## config.mk

```make
export PLATFORM = sky130hd
export DESIGN_NAME = axi_mon_budget_wdt
export DESIGN_NICKNAME = d
export VERILOG_FILES = /design/src/rtl/axi_mon_budget_wdt.sv
export SDC_FILE = /design/constraint.sdc
export NUM_CORES = 1
export LEC_CHECK = 0
export ABC_CLOCK_PERIOD_IN_PS = 4400
export CAP_MARGIN = 25
export CORE_MARGIN = 10
export CORE_UTILIZATION = 50
export CTS_CLUSTER_SIZE = 28
export DETAILED_ROUTE_END_ITERATION = 8
export PLACE_DENSITY = 0.88
export SLEW_MARGIN = 20
export SYNTH_ARGS = -nofsm -noshare
export SYNTH_HDL_FRONTEND = slang
export SYNTH_SLANG_ARGS = --single-unit
```

## constraint.sdc

```tcl
create_clock -name clk_i -period 4.4 [get_ports clk_i]
set_clock_uncertainty 0.1 [all_clocks]
set_input_delay 0.88 -clock clk_i [delete_from_list [all_inputs] [get_ports clk_i]]
set_output_delay 0.88 -clock clk_i [all_outputs]
set_load 0.01 [all_outputs]
```

## src/rtl/axi_mon_budget_wdt.sv

```systemverilog
// Transaction-budget watchdog: accumulates per-burst latency budget, counts it down while
// transactions are outstanding, and flags a sticky timeout. Optional AXI_MON_TIMEOUT_CNT_EN adds an event counter.
module axi_mon_budget_wdt #(
  parameter int MaxTxns      = 8,
  parameter int PrescalerDiv = 2,
  parameter int LenWidth     = 8,
  parameter int CntWidth     = 16,
  parameter int Overhead     = 5,
  localparam int OW = $clog2(MaxTxns + 1)
) (
  input  logic                clk_i,
  input  logic                rst_ni,
  input  logic                enable_i,
  input  logic                push_valid_i,
  output logic                push_ready_o,
  input  logic [LenWidth-1:0] push_len_i,
  input  logic                retire_i,
  input  logic                clear_i,
  output logic [CntWidth-1:0] budget_o,
  output logic [OW-1:0]       outstanding_o,
  output logic                busy_o,
  output logic                timeout_o,
  output logic                irq_o,
  output logic                retire_err_o,
  output logic [7:0]          timeout_cnt_o
);
  localparam int SH = $clog2(PrescalerDiv);
  localparam int PW = (PrescalerDiv > 1) ? $clog2(PrescalerDiv) : 1;
  localparam int WW = CntWidth + LenWidth + 2;

  typedef enum logic [1:0] {IDLE, ACTIVE, TIMEOUT} state_e;

  state_e              state_q;
  logic [CntWidth-1:0] budget_q, budget_d;
  logic [OW-1:0]       out_q, out_d;
  logic [PW-1:0]       presc_q, presc_d;
  logic                irq_q, err_q;
  logic                push_acc, tick;
  logic [WW-1:0]       cost_w, add_w, sub_w;

  assign push_ready_o = (state_q != TIMEOUT) && (out_q < OW'(MaxTxns));
  assign push_acc     = push_valid_i && push_ready_o;
  assign tick         = (state_q == ACTIVE) && enable_i && (presc_q == PW'(PrescalerDiv - 1));

  // Budget arithmetic is done wide so the add cannot wrap before saturation.
  always_comb begin
    cost_w   = ((WW'(push_len_i) + WW'(1)) >> SH) + WW'(Overhead);
    add_w    = WW'(budget_q) + (push_acc ? cost_w : '0);
    sub_w    = (add_w >= WW'(tick)) ? (add_w - WW'(tick)) : '0;
    budget_d = (sub_w > WW'({CntWidth{1'b1}})) ? {CntWidth{1'b1}} : sub_w[CntWidth-1:0];
    out_d    = out_q;
    if (push_acc && !retire_i)      out_d = out_q + OW'(1);
    else if (retire_i && !push_acc) out_d = (out_q != '0) ? out_q - OW'(1) : '0;
    presc_d  = (presc_q == PW'(PrescalerDiv - 1)) ? '0 : presc_q + PW'(1);
  end

`ifdef AXI_MON_TIMEOUT_CNT_EN
  logic [7:0] tcnt_q;
  assign timeout_cnt_o = tcnt_q;
`else
  assign timeout_cnt_o = 8'd0;
`endif

  always_ff @(posedge clk_i or negedge rst_ni) begin
    if (!rst_ni) begin
      state_q  <= IDLE;
      budget_q <= '0;
      out_q    <= '0;
      presc_q  <= '0;
      irq_q    <= 1'b0;
      err_q    <= 1'b0;
`ifdef AXI_MON_TIMEOUT_CNT_EN
      tcnt_q   <= 8'd0;
`endif
    end else begin
      irq_q <= 1'b0;
      err_q <= 1'b0;
      case (state_q)
        IDLE: begin
          if (push_acc && !retire_i) begin
            state_q  <= ACTIVE;
            budget_q <= budget_d;
            out_q    <= out_d;
            presc_q  <= '0;
          end else if (retire_i && !push_acc) begin
            err_q <= 1'b1;
          end
        end
        ACTIVE: begin
          out_q <= out_d;
          if (enable_i) presc_q <= presc_d;
          if (out_d == '0) begin
            state_q  <= IDLE;
            budget_q <= '0;
            presc_q  <= '0;
          end else if (budget_d == '0) begin
            state_q  <= TIMEOUT;
            budget_q <= '0;
            irq_q    <= 1'b1;
`ifdef AXI_MON_TIMEOUT_CNT_EN
            if (tcnt_q != 8'hFF) tcnt_q <= tcnt_q + 8'd1;
`endif
          end else begin
            budget_q <= budget_d;
          end
        end
        TIMEOUT: begin
          if (clear_i) begin
            state_q  <= IDLE;
            budget_q <= '0;
            out_q    <= '0;
            presc_q  <= '0;
          end else if (retire_i && out_q != '0) begin
            out_q <= out_q - OW'(1);
          end
        end
        default: state_q <= IDLE;
      endcase
    end
  end

  assign budget_o      = budget_q;
  assign outstanding_o = out_q;
  assign busy_o        = (state_q == ACTIVE);
  assign timeout_o     = (state_q == TIMEOUT);
  assign irq_o         = irq_q;
  assign retire_err_o  = err_q;
endmodule

```

== Word-level counts from Yosys, hierarchy flattened ==
Index checks and enable logic that the tools add are counted.

* $add $sub $neg: 7
* Magnitude comparators: 3
* Equality and inequality tests: 8
* Multiplexer cells: 32
* Reduce and logical (&&, ||, !) cells: 18

{| class="wikitable"
|+ Operators by type and width
! kind !! count
|-
| two-way mux 16 bit || 5
|-
| case mux 16 bit (3 select lines) || 1
|-
| greater-than comparator 26 x 16 -> 1 bit, second input constant || 1
|-
| two-way mux 26 bit || 1
|-
| two-way mux 4 bit || 6
|-
| subtractor 17 x 1 -> 18 bit || 1
|-
| adder 16 x 9 -> 17 bit || 1
|-
| >= comparator 17 x 1 -> 1 bit || 1
|-
| logical NOT 16 bit || 1
|-
| case mux 4 bit (3 select lines) || 1
|-
| two-way mux 1 bit || 11
|-
| adder 8 x 1 -> 9 bit, second input constant || 1
|-
| adder 8 x 3 -> 9 bit, second input constant || 1
|-
| two-way mux 9 bit || 1
|-
| AND reduction 3 bit || 3
|-
| two-way mux 2 bit || 4
|-
| logical AND 1 bit || 7
|-
| != test 2 bit, second input constant || 3
|-
| != test 3 x 2 -> 1 bit, second input constant || 2
|-
| case mux 2 bit (3 select lines) || 1
|-
| adder 4 x 1 -> 4 bit, second input constant || 1
|-
| logical NOT 4 bit || 1
|-
| less-than comparator 4 bit, second input constant || 1
|-
| AND reduction 4 bit || 1
|-
| other kinds (10) || 11
|}

* Bits in registers: 25
* Input bits: 14
* Logic and storage cells: 74

== Logic depth before layout (Yosys ltp) ==
Gate-level depths: netlist (run 1).

* Word-level depth: 13
* Depth in mapped cells: 23
* Gate-level depth less buffers: 20

== Least setup slack after synthesis (run 1) ==
Ideal clock, no wire load.

* Kind: input to register
* Start: in push_len_i[0]
* End: reg budget_q[10] (netlist: budget_o[10])
* Setup time: 0.121 ns
* Arrival time: 4.871 ns
* Setup slack: -0.692 ns
* Stages on the path: 22
* Cell sequence: ha_1 -> xor2_1 -> ha_1 -> inv_1 -> a21o_1 -> nor3_1 -> xnor2_1 -> nor2_1 -> ha_1 -> buf_6 -> a21oi_2 -> o21ai_1 -> a21oi_2 -> xnor2_2 -> nor3_4 -> nand4b_1 -> o32a_2 -> nor4_4 -> and4_4 -> a2111oi_4 -> buf_6 -> a22o_1

* Word-level cells in the longest chain between the ends: 12
* Elaborated cells on any way between the ends: 14

{| class="wikitable"
|+ Ends and longest elaborated chain
! item !! line !! RTL
|-
| start, declared || 16 || <nowiki>input logic [LenWidth-1:0] push_len_i,</nowiki>
|-
| adder 8 x 1 -> 9 bit * || 47 || <nowiki>cost_w = ((WW'(push_len_i) + WW'(1)) >> SH) + WW'(Overhead);</nowiki>
|-
| adder 8 x 3 -> 9 bit * || 47 ||
|-
| two-way mux 9 bit * || 48 || <nowiki>add_w = WW'(budget_q) + (push_acc ? cost_w : '0);</nowiki>
|-
| adder 16 x 9 -> 17 bit * || 48 ||
|-
| subtractor 17 x 1 -> 18 bit or >= comparator 17 x 1 -> 1 bit (tied branches) || 49 || <nowiki>sub_w = (add_w >= WW'(tick)) ? (add_w - WW'(tick)) : '0;</nowiki>
|-
| two-way mux 26 bit * || 49 ||
|-
| greater-than comparator 26 x 16 -> 1 bit || 50 || <nowiki>budget_d = (sub_w > WW'({CntWidth{1'b1}})) ? {CntWidth{1'b1}} : sub_w[CntWidth-1:0];</nowiki>
|-
| two-way mux 16 bit * || 50 ||
|-
| logical NOT 16 bit || 96 || <nowiki>end else if (budget_d == '0) begin</nowiki>
|-
| two-way mux 16 bit || 96 ||
|-
| two-way mux 16 bit || 92 || <nowiki>if (out_d == '0) begin</nowiki>
|-
| case mux 16 bit (3 select lines) * || 78 || <nowiki>case (state_q)</nowiki>
|-
| end signal, assigned || 82 || <nowiki>budget_q <= budget_d;</nowiki>
|-
| end signal, assigned || 104 || <nowiki>budget_q <= budget_d;</nowiki>
|-
| end, declared || 34 || <nowiki>logic [CntWidth-1:0] budget_q, budget_d;</nowiki>
|}

Every way passes the cells marked *; elsewhere a longest branch is shown, timed or not. The select of a mux whose other input is x is not followed.
A chain may end at the register's enable or synchronous reset.

== Worst setup path after layout (run 1) ==
* Start: in push_len_i[1]
* End: reg budget_q[14] (netlist: budget_o[14])

Same word-level chain as after synthesis.

==> report_table.html, run 1 <==
<table>
<tr><th>Metric</th><th>Value</th></tr>
<tr><th colspan="2">Timing</th></tr>
<tr><td>Slew Limit Fails</td><td>0</td></tr>
<tr><td>Final Setup Violations</td><td>19</td></tr>
<tr><td>Final hold violation count</td><td>0</td></tr>
<tr><td>Shortest clock period the worst path allows after layout</td><td>5.194 ns</td></tr>
<tr><td>PnR worst setup slack</td><td>-0.7945 ns</td></tr>
<tr><td>WHS</td><td>0.4423 ns</td></tr>
<tr><td>Worst-Margin Slew</td><td>0.9371 ns</td></tr>
<tr><td>Worst rel slew slack</td><td>36.71%</td></tr>
<tr><td>Max Clock Freq</td><td>0.1925 GHz</td></tr>
<tr><td>Unrepaired setup endpoints after global routing</td><td>true</td></tr>
<tr><td>Fin Setup TNS</td><td>-13.57 ns</td></tr>
<tr><td>Final Cycle Share</td><td>118.1%</td></tr>
<tr><th colspan="2">Clocking</th></tr>
<tr><td>Clock latency reported for the late side of the worst-skew pair</td><td>0.28 ns</td></tr>
<tr><td>Clock root buffer master</td><td>clkbuf_8</td></tr>
<tr><td>Number of buffers between clock root and the deepest sink</td><td>2</td></tr>
<tr><td>Worst-path clk slew</td><td>0.10 ns</td></tr>
<tr><td>Htree depth</td><td>1</td></tr>
<tr><td>CTS Buf Count</td><td>3</td></tr>
<tr><td>Number of buffers inserted for hold repair after clock tree synthesis</td><td>0</td></tr>
<tr><td>TritonCTS clock tree</td><td>done</td></tr>
<tr><td>Clock sink count</td><td>25</td></tr>
<tr><th colspan="2">Critical path</th></tr>
<tr><td>Worst-path cell with the longest stage delay</td><td>or3_4</td></tr>
<tr><td>Crit path buf inv count</td><td>4</td></tr>
<tr><td>Arrival time of data at the critical path endpoint</td><td>5.26 ns</td></tr>
<tr><td>Kind of launch point of the worst setup path</td><td>input pin</td></tr>
<tr><td>R2R setup slack</td><td>-0.40 ns</td></tr>
<tr><td>Worst-path cell chain</td><td>buf_8 &gt; ha_4 &gt; xor2_2 &gt; ha_2 &gt; inv_2 &gt; a21o_1 &gt; xnor2_1 &gt; nor2_1 &gt; ha_4 &gt; o211ai_1 &gt; o21ai_2 &gt; buf_6 &gt; a21oi_4 &gt; or3_4 &gt; a32oi_2 &gt; and4bb_4 &gt; xnor2_4 &gt; nor4_4 &gt; and4_4 &gt; a2111oi_4 &gt; buf_4 &gt; a22o_1</td></tr>
<tr><td>Reg2reg start</td><td>state_q[0]</td></tr>
<tr><td>Highest net fanout along the worst path</td><td>6</td></tr>
<tr><td>Max stage delay on crit path</td><td>0.35 ns</td></tr>
<tr><td>Data required time at the worst endpoint</td><td>4.47 ns</td></tr>
<tr><td>End of the worst register-to-register path</td><td>budget_o[14]</td></tr>
<tr><td>Worst Path Class, Setup</td><td>in2reg</td></tr>
<tr><td>Kind of end point of the critical path</td><td>flop</td></tr>
<tr><td>Most frequent cell on the critical path</td><td>ha_4</td></tr>
<tr><td>Depth of the worst register-to-register path</td><td>22</td></tr>
<tr><td>Family with the most delay on the worst path</td><td>simple AND/OR/NAND/NOR gates</td></tr>
<tr><th colspan="2">Die</th></tr>
<tr><td>Die extent in y</td><td>99.24 um</td></tr>
<tr><td>Count of standard-cell rows</td><td>28</td></tr>
<tr><td>Area of the die</td><td>0.009848 mm^2</td></tr>
<tr><td>Num ports</td><td>47</td></tr>
<tr><td>DIE WIDTH</td><td>99.24 um</td></tr>
<tr><td>Initial Utilization</td><td>52.40%</td></tr>
<tr><td>Area of the core</td><td>0.005991 mm^2</td></tr>
<tr><th colspan="2">Logic synthesis</th></tr>
<tr><td>Number of different library cells in the post-synthesis netlist</td><td>77</td></tr>
<tr><td>Area share of the largest cell type after synthesis</td><td>19.93%</td></tr>
<tr><td>Synth area leaders</td><td>dfrtp_1, ha_1, xnor2_1</td></tr>
<tr><td>Average instance area after synthesis</td><td>8.484 um^2</td></tr>
<tr><td>Library cell with the largest summed area after synthesis</td><td>dfrtp_1</td></tr>
<tr><td>Post-synth design cell area</td><td>0.003139 mm^2</td></tr>
<tr><td>Number of flops mapped to enable cells by yosys</td><td>0</td></tr>
<tr><td>Post-synthesis cell count</td><td>370</td></tr>
<tr><td>Async set or reset register ratio after synthesis</td><td>100.0%</td></tr>
<tr><td>Most used DFF post-synth</td><td>dfrtp_1</td></tr>
<tr><td>Top cells by count, synth</td><td>nor2_1, nand2_1, dfrtp_1, o21ai_0, ha_1</td></tr>
<tr><td>Most used standard cell by instance count after synthesis</td><td>nor2_1</td></tr>
<tr><td>Fraction of the yosys area taken by sequential cells</td><td>19.93%</td></tr>
<tr><td>Ys Warns</td><td>0</td></tr>
<tr><td>Number of storage elements in the synthesis netlist</td><td>25</td></tr>
<tr><th colspan="2">Run status</th></tr>
<tr><td>Violations in the final reports</td><td>negative setup slack</td></tr>
<tr><td>Result of the run</td><td>finished with violations</td></tr>
<tr><th colspan="2">Placement</th></tr>
<tr><td>Dpl cell area</td><td>0.004384 mm^2</td></tr>
<tr><td>Global placement routability congestion</td><td>0.9028</td></tr>
<tr><td>Cell count after placement</td><td>567</td></tr>
<tr><td>DP Wirelength</td><td>8648 um</td></tr>
<tr><td>Number of port buffers</td><td>38</td></tr>
<tr><th colspan="2">Power and ir drop</th></tr>
<tr><td>Total leakage power</td><td>0.002146 uW</td></tr>
<tr><td>Areal power density over the cells</td><td>584.0 mW/mm^2</td></tr>
<tr><td>Worst-case vdd ir drop</td><td>0.3666 mV</td></tr>
<tr><th colspan="2">Detailed routing</th></tr>
<tr><td>Average via count per standard cell</td><td>6.582</td></tr>
<tr><td>Final ANT Viol Nets</td><td>0</td></tr>
<tr><td>Total wire length</td><td>14310 um</td></tr>
<tr><td>Routed len/inst</td><td>24.01 um</td></tr>
<tr><td>Iteration-0 DRC Markers</td><td>458</td></tr>
<tr><td>DR pass1 iterations</td><td>5</td></tr>
<tr><td>Remaining design rule violation count</td><td>0</td></tr>
<tr><td>Via count</td><td>3923</td></tr>
<tr><th colspan="2">Final layout</th></tr>
<tr><td>Proportion of layout cells with a drive suffix above 1</td><td>45.30%</td></tr>
<tr><td>Antenna Cells</td><td>0</td></tr>
<tr><td>Final Instance Area</td><td>0.005006 mm^2</td></tr>
<tr><td>FILL cells</td><td>274</td></tr>
<tr><td>Area growth from synthesis to layout</td><td>59.47%</td></tr>
<tr><td>Post-layout nets</td><td>557</td></tr>
<tr><td>Final core utilization</td><td>83.56%</td></tr>
<tr><td>Final Instance Count excl. Fillers</td><td>596</td></tr>
<tr><th colspan="2">Worst hold path</th></tr>
<tr><td>Worst Hold Path EP</td><td>presc_q</td></tr>
<tr><td>Hold path start</td><td>presc_q</td></tr>
<tr><td>Hold path cells</td><td>2</td></tr>
<tr><td>Hold Crit Class</td><td>reg2reg</td></tr>
<tr><th colspan="2">Global route</th></tr>
<tr><td>Maximum number of pins on one net before global-route repair</td><td>22</td></tr>
<tr><td>GR Util All Layers</td><td>23.73%</td></tr>
<tr><td>Initial antenna violation count</td><td>0</td></tr>
<tr><td>Via count of the first global-routing pass</td><td>3836</td></tr>
<tr><td>Wire length of the first global-routing pass</td><td>19600 um</td></tr>
<tr><td>Total global routing overflow</td><td>0</td></tr>
<tr><th colspan="2">Flow run</th></tr>
<tr><td>Max-capacitance violation count</td><td>0</td></tr>
</table>
==> where the power goes <==
part	total [uW]	internal (uW)	switching (uW)	leakage [uW]
logic	2350	1090	1260	0.00180
clock network	148	64.3	84.1	0.0000217
registers	422	305	117	0.000328
total	2920	1460	1460	0.00215
==> logic make-up (layout without fill, tap and decap cells) <==
| family | after synthesis | in the layout | synth area share [%] |
|---|---|---|---|
| AND/OR/NAND/NOR | 146 | 146 | 26.11 |
| flip-flops | 25 | 25 | 19.93 |
| multiplexers | 3 | 3 | 1.036 |
| adder cells (fa/ha/maj) | 21 | 21 | 8.609 |
| buffers and inverters | 35 | 178 | 7.214 |
| AO/OA/AOI/OAI | 101 | 101 | 25.43 |
| XOR/XNOR | 38 | 38 | 11.56 |
| other | 1 | 9 | 0.1195 |
==> area by class of cell <==
type / count / area (um^2) / area share [%]
Clock buffer: 3 / 41.29 / 0.8248
Sequential cell: 25 / 625.6 / 12.50
Multi-Input combinational cell: 318 / 2853 / 56.99
Tap cell: 75 / 93.84 / 1.875
Timing Repair Buffer: 160 / 1333 / 26.62
Clock inverter: 1 / 7.507 / 0.1500
Inverter: 14 / 52.55 / 1.050
==> worst max path at each step <==
stage | slack [ns] | endpoint | depth (start not counted) | startpoint
5_1_grt | -0.85 | budget_o[9] | 22 | push_len_i[1]
3_3_place_gp | -1.15 | budget_o[12] | 21 | push_len_i[0]
2_1_floorplan | -0.48 | budget_o[10] | 22 | push_len_i[0]
3_5_place_dp | -1.51 | budget_o[0] | 22 | push_len_i[0]
6_report | -0.79 | budget_o[14] | 22 | push_len_i[1]
4_1_cts | -0.54 | budget_o[0] | 22 | push_len_i[0]
==> tightest hold or removal path, delay by kind of cell (launching register included) <==
family	cells	cell delay, ns
AND/OR/NAND/NOR	1	0.06
flip-flops	1	0.37
AO/OA/AOI/OAI	1	0.09
==> layer usage <==
layer	share of wire (%)	GRT usage, %
met2	48	42.38
met5	0	0
met4	8.1	14.00
met1	35	25.77
met3	9.2	3.806
==> what timing repair did <==
item,in CTS,in global routing
endpoints found under the hold margin,0,0
setup endpoints to repair,19,19
pin swaps,51,44
resized for setup,58,42
buffers inserted,12,13
==> flip-flops by register name, summed over array words and instances, names as in the netlist <==
| name | cells |
|---|---|
| budget_o | 16 |
| outstanding_o | 4 |
| state_q | 2 |
| irq_o | 1 |
| presc_q | 1 |
| retire_err_o | 1 |
==> cells in the final DEF (no fill, tap or decap), drive strengths merged, types with 14 or more instances in the layout <==
master | Yosys | layout
o21ai | 26 | 26
clkdlybuf4s50 | 0 | 31
xor2 | 17 | 17
a22o | 14 | 14
ha | 20 | 20
buf | 13 | 125
dfrtp | 25 | 25
a21oi | 20 | 20
inv | 14 | 14
nor3 | 17 | 17
nor2 | 38 | 38
nand2 | 31 | 31
xnor2 | 21 | 21
==> stage by stage <==
step | total power, uW | setup slack, ns
floorplan | 1541 | -0.4834
global placement | 2199 | -1.150
CTS | 2605 | -0.5403
finish | 2924 | -0.7945
global route | 3037 | -0.8530
detailed placement | 2312 | -1.505
Power figures use the tool's default switching activity.
==> run 2, diff against run 1 <==
--- a/config.mk
+++ b/config.mk
@@ -5,13 +5,13 @@
 export SDC_FILE = /design/constraint.sdc
 export NUM_CORES = 1
 export LEC_CHECK = 0
-export ABC_CLOCK_PERIOD_IN_PS = 4400
+export ABC_CLOCK_PERIOD_IN_PS = 5100
 export CAP_MARGIN = 25
 export CORE_MARGIN = 10
-export CORE_UTILIZATION = 50
+export CORE_UTILIZATION = 54
 export CTS_CLUSTER_SIZE = 28
 export DETAILED_ROUTE_END_ITERATION = 8
-export PLACE_DENSITY = 0.88
+export PLACE_DENSITY = 0.9
 export SLEW_MARGIN = 20
 export SYNTH_ARGS = -nofsm -noshare
 export SYNTH_HDL_FRONTEND = slang
==> constraint.sdc (replaced) <==
create_clock -name clk_i -period 5.1 [get_ports clk_i]
set_clock_uncertainty 0.1 [all_clocks]
set_input_delay 1.02 -clock clk_i [delete_from_list [all_inputs] [get_ports clk_i]]
set_output_delay 1.02 -clock clk_i [all_outputs]
set_load 0.01 [all_outputs]
==> run 2 against run 1 <==
Compared with the run above:
- the flow still finishes with violations (negative setup slack)
- first-iteration DRC count is 18% higher
- die area fell by 5.9%
- sequential share of layout area increased by 0.25 points
- global-route usage grew 3.9 points
- critical endpoint is now budget_o[3]
==> report_table.html, run 2 (synthesized netlist as in run 1, its figures left out) <==
<table>
<tr><th>Metric</th><th>Value</th></tr>
<tr><th colspan="2">Die</th></tr>
<tr><td>Initial Utilization</td><td>56.32% (+3.9 points)</td></tr>
<tr><td>Num ports</td><td>47 (unchanged)</td></tr>
<tr><td>Area of the die</td><td>0.009263 mm^2 (-5.9%)</td></tr>
<tr><td>Die extent in y</td><td>96.25 um (-3.0%)</td></tr>
<tr><td>Count of standard-cell rows</td><td>27 (-3.6%)</td></tr>
<tr><td>Area of the core</td><td>0.005574 mm^2 (-7.0%)</td></tr>
<tr><td>DIE WIDTH</td><td>96.25 um (-3.0%)</td></tr>
<tr><th colspan="2">Placement</th></tr>
<tr><td>DP Wirelength</td><td>7791 um (-9.9%)</td></tr>
<tr><td>Cell count after placement</td><td>551 (-2.8%)</td></tr>
<tr><td>Number of port buffers</td><td>38 (unchanged)</td></tr>
<tr><td>Global placement routability congestion</td><td>0.9009 (-0.21%)</td></tr>
<tr><th colspan="2">Global route</th></tr>
<tr><td>GR Util All Layers</td><td>27.65% (+3.9 points)</td></tr>
<tr><td>Maximum number of pins on one net before global-route repair</td><td>26 (+18%)</td></tr>
<tr><td>Total global routing overflow</td><td>0 (unchanged)</td></tr>
<tr><td>Wire length of the first global-routing pass</td><td>20310 um (+3.7%)</td></tr>
<tr><td>Via count of the first global-routing pass</td><td>4003 (+4.4%)</td></tr>
<tr><td>Initial antenna violation count</td><td>0 (unchanged)</td></tr>
<tr><th colspan="2">Detailed routing</th></tr>
<tr><td>DR pass1 iterations</td><td>6 (+1)</td></tr>
<tr><td>Total wire length</td><td>14350 um (+0.27%)</td></tr>
<tr><td>Average via count per standard cell</td><td>6.951 (+5.6%)</td></tr>
<tr><td>Remaining design rule violation count</td><td>0 (unchanged)</td></tr>
<tr><td>Iteration-0 DRC Markers</td><td>541 (+18%)</td></tr>
<tr><td>Via count</td><td>4094 (+4.4%)</td></tr>
<tr><td>Routed len/inst</td><td>24.36 um (+1.5%)</td></tr>
<tr><td>Final ANT Viol Nets</td><td>0 (unchanged)</td></tr>
<tr><th colspan="2">Final layout</th></tr>
<tr><td>Proportion of layout cells with a drive suffix above 1</td><td>44.87% (-0.42 points)</td></tr>
<tr><td>Area of combinational cells with multiple inputs</td><td>0.002798 mm^2 (-1.9%)</td></tr>
<tr><td>FILL cells</td><td>224 (-18%)</td></tr>
<tr><td>Most common cell after layout, fill and taps aside</td><td>buf_4</td></tr>
<tr><td>Largest register FFs</td><td>16 (unchanged)</td></tr>
<tr><td>Highest-count cells in the layout ignoring fill and taps</td><td>buf_4, clkdlybuf4s50_1, nand2_1</td></tr>
<tr><td>Final Instance Count excl. Fillers</td><td>589 (-1.2%)</td></tr>
<tr><td>Antenna Cells</td><td>0 (unchanged)</td></tr>
<tr><td>Area growth from synthesis to layout</td><td>56.28%</td></tr>
<tr><td>Post-layout nets</td><td>553 (-0.72%)</td></tr>
<tr><td>Final core utilization</td><td>88.01% (+4.5 points)</td></tr>
<tr><td>Storage element area</td><td>625.6 um^2 (unchanged)</td></tr>
<tr><th colspan="2">Run status</th></tr>
<tr><td>Result of the run</td><td>finished with violations</td></tr>
<tr><td>Violations in the final reports</td><td>negative setup slack</td></tr>
<tr><th colspan="2">Critical path</th></tr>
<tr><td>Kind of end point of the critical path</td><td>flop</td></tr>
<tr><td>Family with the most delay on the worst path</td><td>compound AO/OA/AOI/OAI gates</td></tr>
<tr><td>Startpoint of the most critical setup path</td><td>push_len_i[0]</td></tr>
<tr><td>Reg2reg start</td><td>state_q[0]</td></tr>
<tr><td>Worst Path Class, Setup</td><td>in2reg</td></tr>
<tr><td>Crit path buf inv count</td><td>7 (+3)</td></tr>
<tr><td>Most frequent cell on the critical path</td><td>buf_4</td></tr>
<tr><td>Worst-path cell with the longest stage delay</td><td>ha_1</td></tr>
<tr><td>Highest net fanout along the worst path</td><td>7 (+1)</td></tr>
<tr><td>Max stage delay on crit path</td><td>0.38 ns (+0.03 ns)</td></tr>
<tr><td>Kind of launch point of the worst setup path</td><td>input pin</td></tr>
<tr><td>Data required time at the worst endpoint</td><td>5.21 ns (+0.74 ns)</td></tr>
<tr><td>Arrival time of data at the critical path endpoint</td><td>5.56 ns (+0.30 ns)</td></tr>
<tr><th colspan="2">Power and ir drop</th></tr>
<tr><td>Total chip power</td><td>2576 uW (-12%)</td></tr>
<tr><td>Total leakage power</td><td>0.002105 uW (-1.9%)</td></tr>
<tr><td>Areal power density over the cells</td><td>525.0 mW/mm^2 (-10%)</td></tr>
<tr><td>Worst-case vdd ir drop</td><td>0.4840 mV (+32%)</td></tr>
<tr><th colspan="2">Timing</th></tr>
<tr><td>Shortest clock period the worst path allows after layout</td><td>5.452 ns</td></tr>
<tr><td>Max Clock Freq</td><td>0.1834 GHz</td></tr>
<tr><td>Slew Limit Fails</td><td>0 (unchanged)</td></tr>
<tr><td>Worst rel slew slack</td><td>34.66% (-2.0 points)</td></tr>
<tr><td>Unrepaired setup endpoints after global routing</td><td>true</td></tr>
<tr><td>Final Cycle Share</td><td>106.9%</td></tr>
<tr><td>Worst-Margin Slew</td><td>0.9675 ns (+0.03035 ns)</td></tr>
<tr><td>Final hold violation count</td><td>0 (unchanged)</td></tr>
<tr><td>Final Setup Violations</td><td>17 (-2)</td></tr>
<tr><td>PnR worst setup slack</td><td>-0.3522 ns (+0.4423 ns)</td></tr>
<tr><th colspan="2">Clocking</th></tr>
<tr><td>Number of buffers between clock root and the deepest sink</td><td>2 (unchanged)</td></tr>
<tr><td>CTS Buf Count</td><td>3 (unchanged)</td></tr>
<tr><td>Worst-path clk slew</td><td>0.09 ns (about the same)</td></tr>
<tr><td>Clock sink count</td><td>25 (unchanged)</td></tr>
<tr><td>Clock root buffer master</td><td>clkbuf_8</td></tr>
<tr><td>TritonCTS clock tree</td><td>done</td></tr>
<tr><td>Htree depth</td><td>1 (unchanged)</td></tr>
<tr><td>Clock latency reported for the late side of the worst-skew pair</td><td>0.28 ns (about the same)</td></tr>
<tr><th colspan="2">Flow run</th></tr>
<tr><td>Max-capacitance violation count</td><td>0 (unchanged)</td></tr>
<tr><th colspan="2">Worst hold path</th></tr>
<tr><td>Hold path start</td><td>presc_q</td></tr>
<tr><td>Hold Crit Class</td><td>reg2reg</td></tr>
</table>
==> run 2: changes by cell type in the layout (fill, tap and decap cells not counted), moves of 2 or more <==
cell / delta
buf_4: -3
nor3_2: +3
nor3_4: -3
nand3_2: -2
nor2_1: -2
nor4_2: +2
nor4_4: -2
xor2_1: -2
==> run 2: area by class of cell <==
type                       count  area share [%]
inverter                      14           1.071
multi-input combinational    318           57.03
timing repair buffer         156           26.37
tap                           72           1.836
clock buffer                   3          0.8416
clock inverter                 1          0.1020
sequential                    25           12.75
==> run 2: timing repair <==
item / in CTS / in global routing
hold buffers: 0 / 0
setup endpoints to repair: 19 / 19
pin swaps: 49 / 26
setup buffers: 23 / 11
resized for setup: 72 / 28
gates cloned: 1 / 0
==> run 2: per-stage QoR <==
step	setup TNS, ns	hold WS, ns	setup slack, ns	cell area (um^2)
2_1_floorplan	0	0.3703	0.006851	3311
3_3_place_gp	-14.77	0.3841	-0.8866	4238
3_5_place_dp	-19.05	0.4097	-1.139	4233
4_1_cts	-0.5193	0.4319	-0.05483	4753
5_1_grt	-5.767	0.4738	-0.4430	4906
6_report	-3.876	0.4241	-0.3522	4906
==> run 2: worst paths after layout <==
| path | to | slack, ns | depth (start not counted) |
|---|---|---|---|
| worst min-delay path | presc_q | 0.42 | 2 |
| worst min register to register | presc_q | 0.42 | 2 |
| worst max register to register | budget_o[3] | -0.07 | 20 |
| worst max-delay path | budget_o[3] | -0.35 | 25 |
| min in group asynchronous | budget_o[15] | 0.63 | 1 |
| max in group asynchronous | budget_o[3] | 3.86 | 1 |
==> run 2: worst reg2reg max path: stages, from the launching register on <==
cell and delay (ns):
dfrtp_1 0.41, inv_1 0.09, ha_1 0.29, nor2_1 0.22, nand2_1 0.11, nor2_1 0.10
ha_1 0.18, inv_1 0.07, fa_1 0.46, xor2_1 0.39, nand3_2 0.27, a2111oi_4 0.41
buf_4 0.20, o211ai_1 0.19, o31a_1 0.37, o21ba_4 0.24, and4_4 0.19, a2111oi_4 0.30
buf_4 0.20, clkbuf_16 0.15, a22o_1 0.16
==> run 2: layer usage <==
| layer | vias up | global-route usage [%] | routed length [um] |
|---|---|---|---|
| met5 | - | 0 | 0 |
| met4 | 0 | 22.24 | 1145 |
| met1 | 1900 | 31.02 | 4943 |
| met3 | 148 | 4.825 | 1591 |
| met2 | 408 | 45.24 | 6664 |
| li1 | 1638 | - | - |
==> run 2: where the power goes <==
group          switching, uW  internal, uW  leakage, uW
logic                   1110           971      0.00175
clock network           72.5          54.9    0.0000255
registers                109           263     0.000328
total                   1290          1290      0.00211
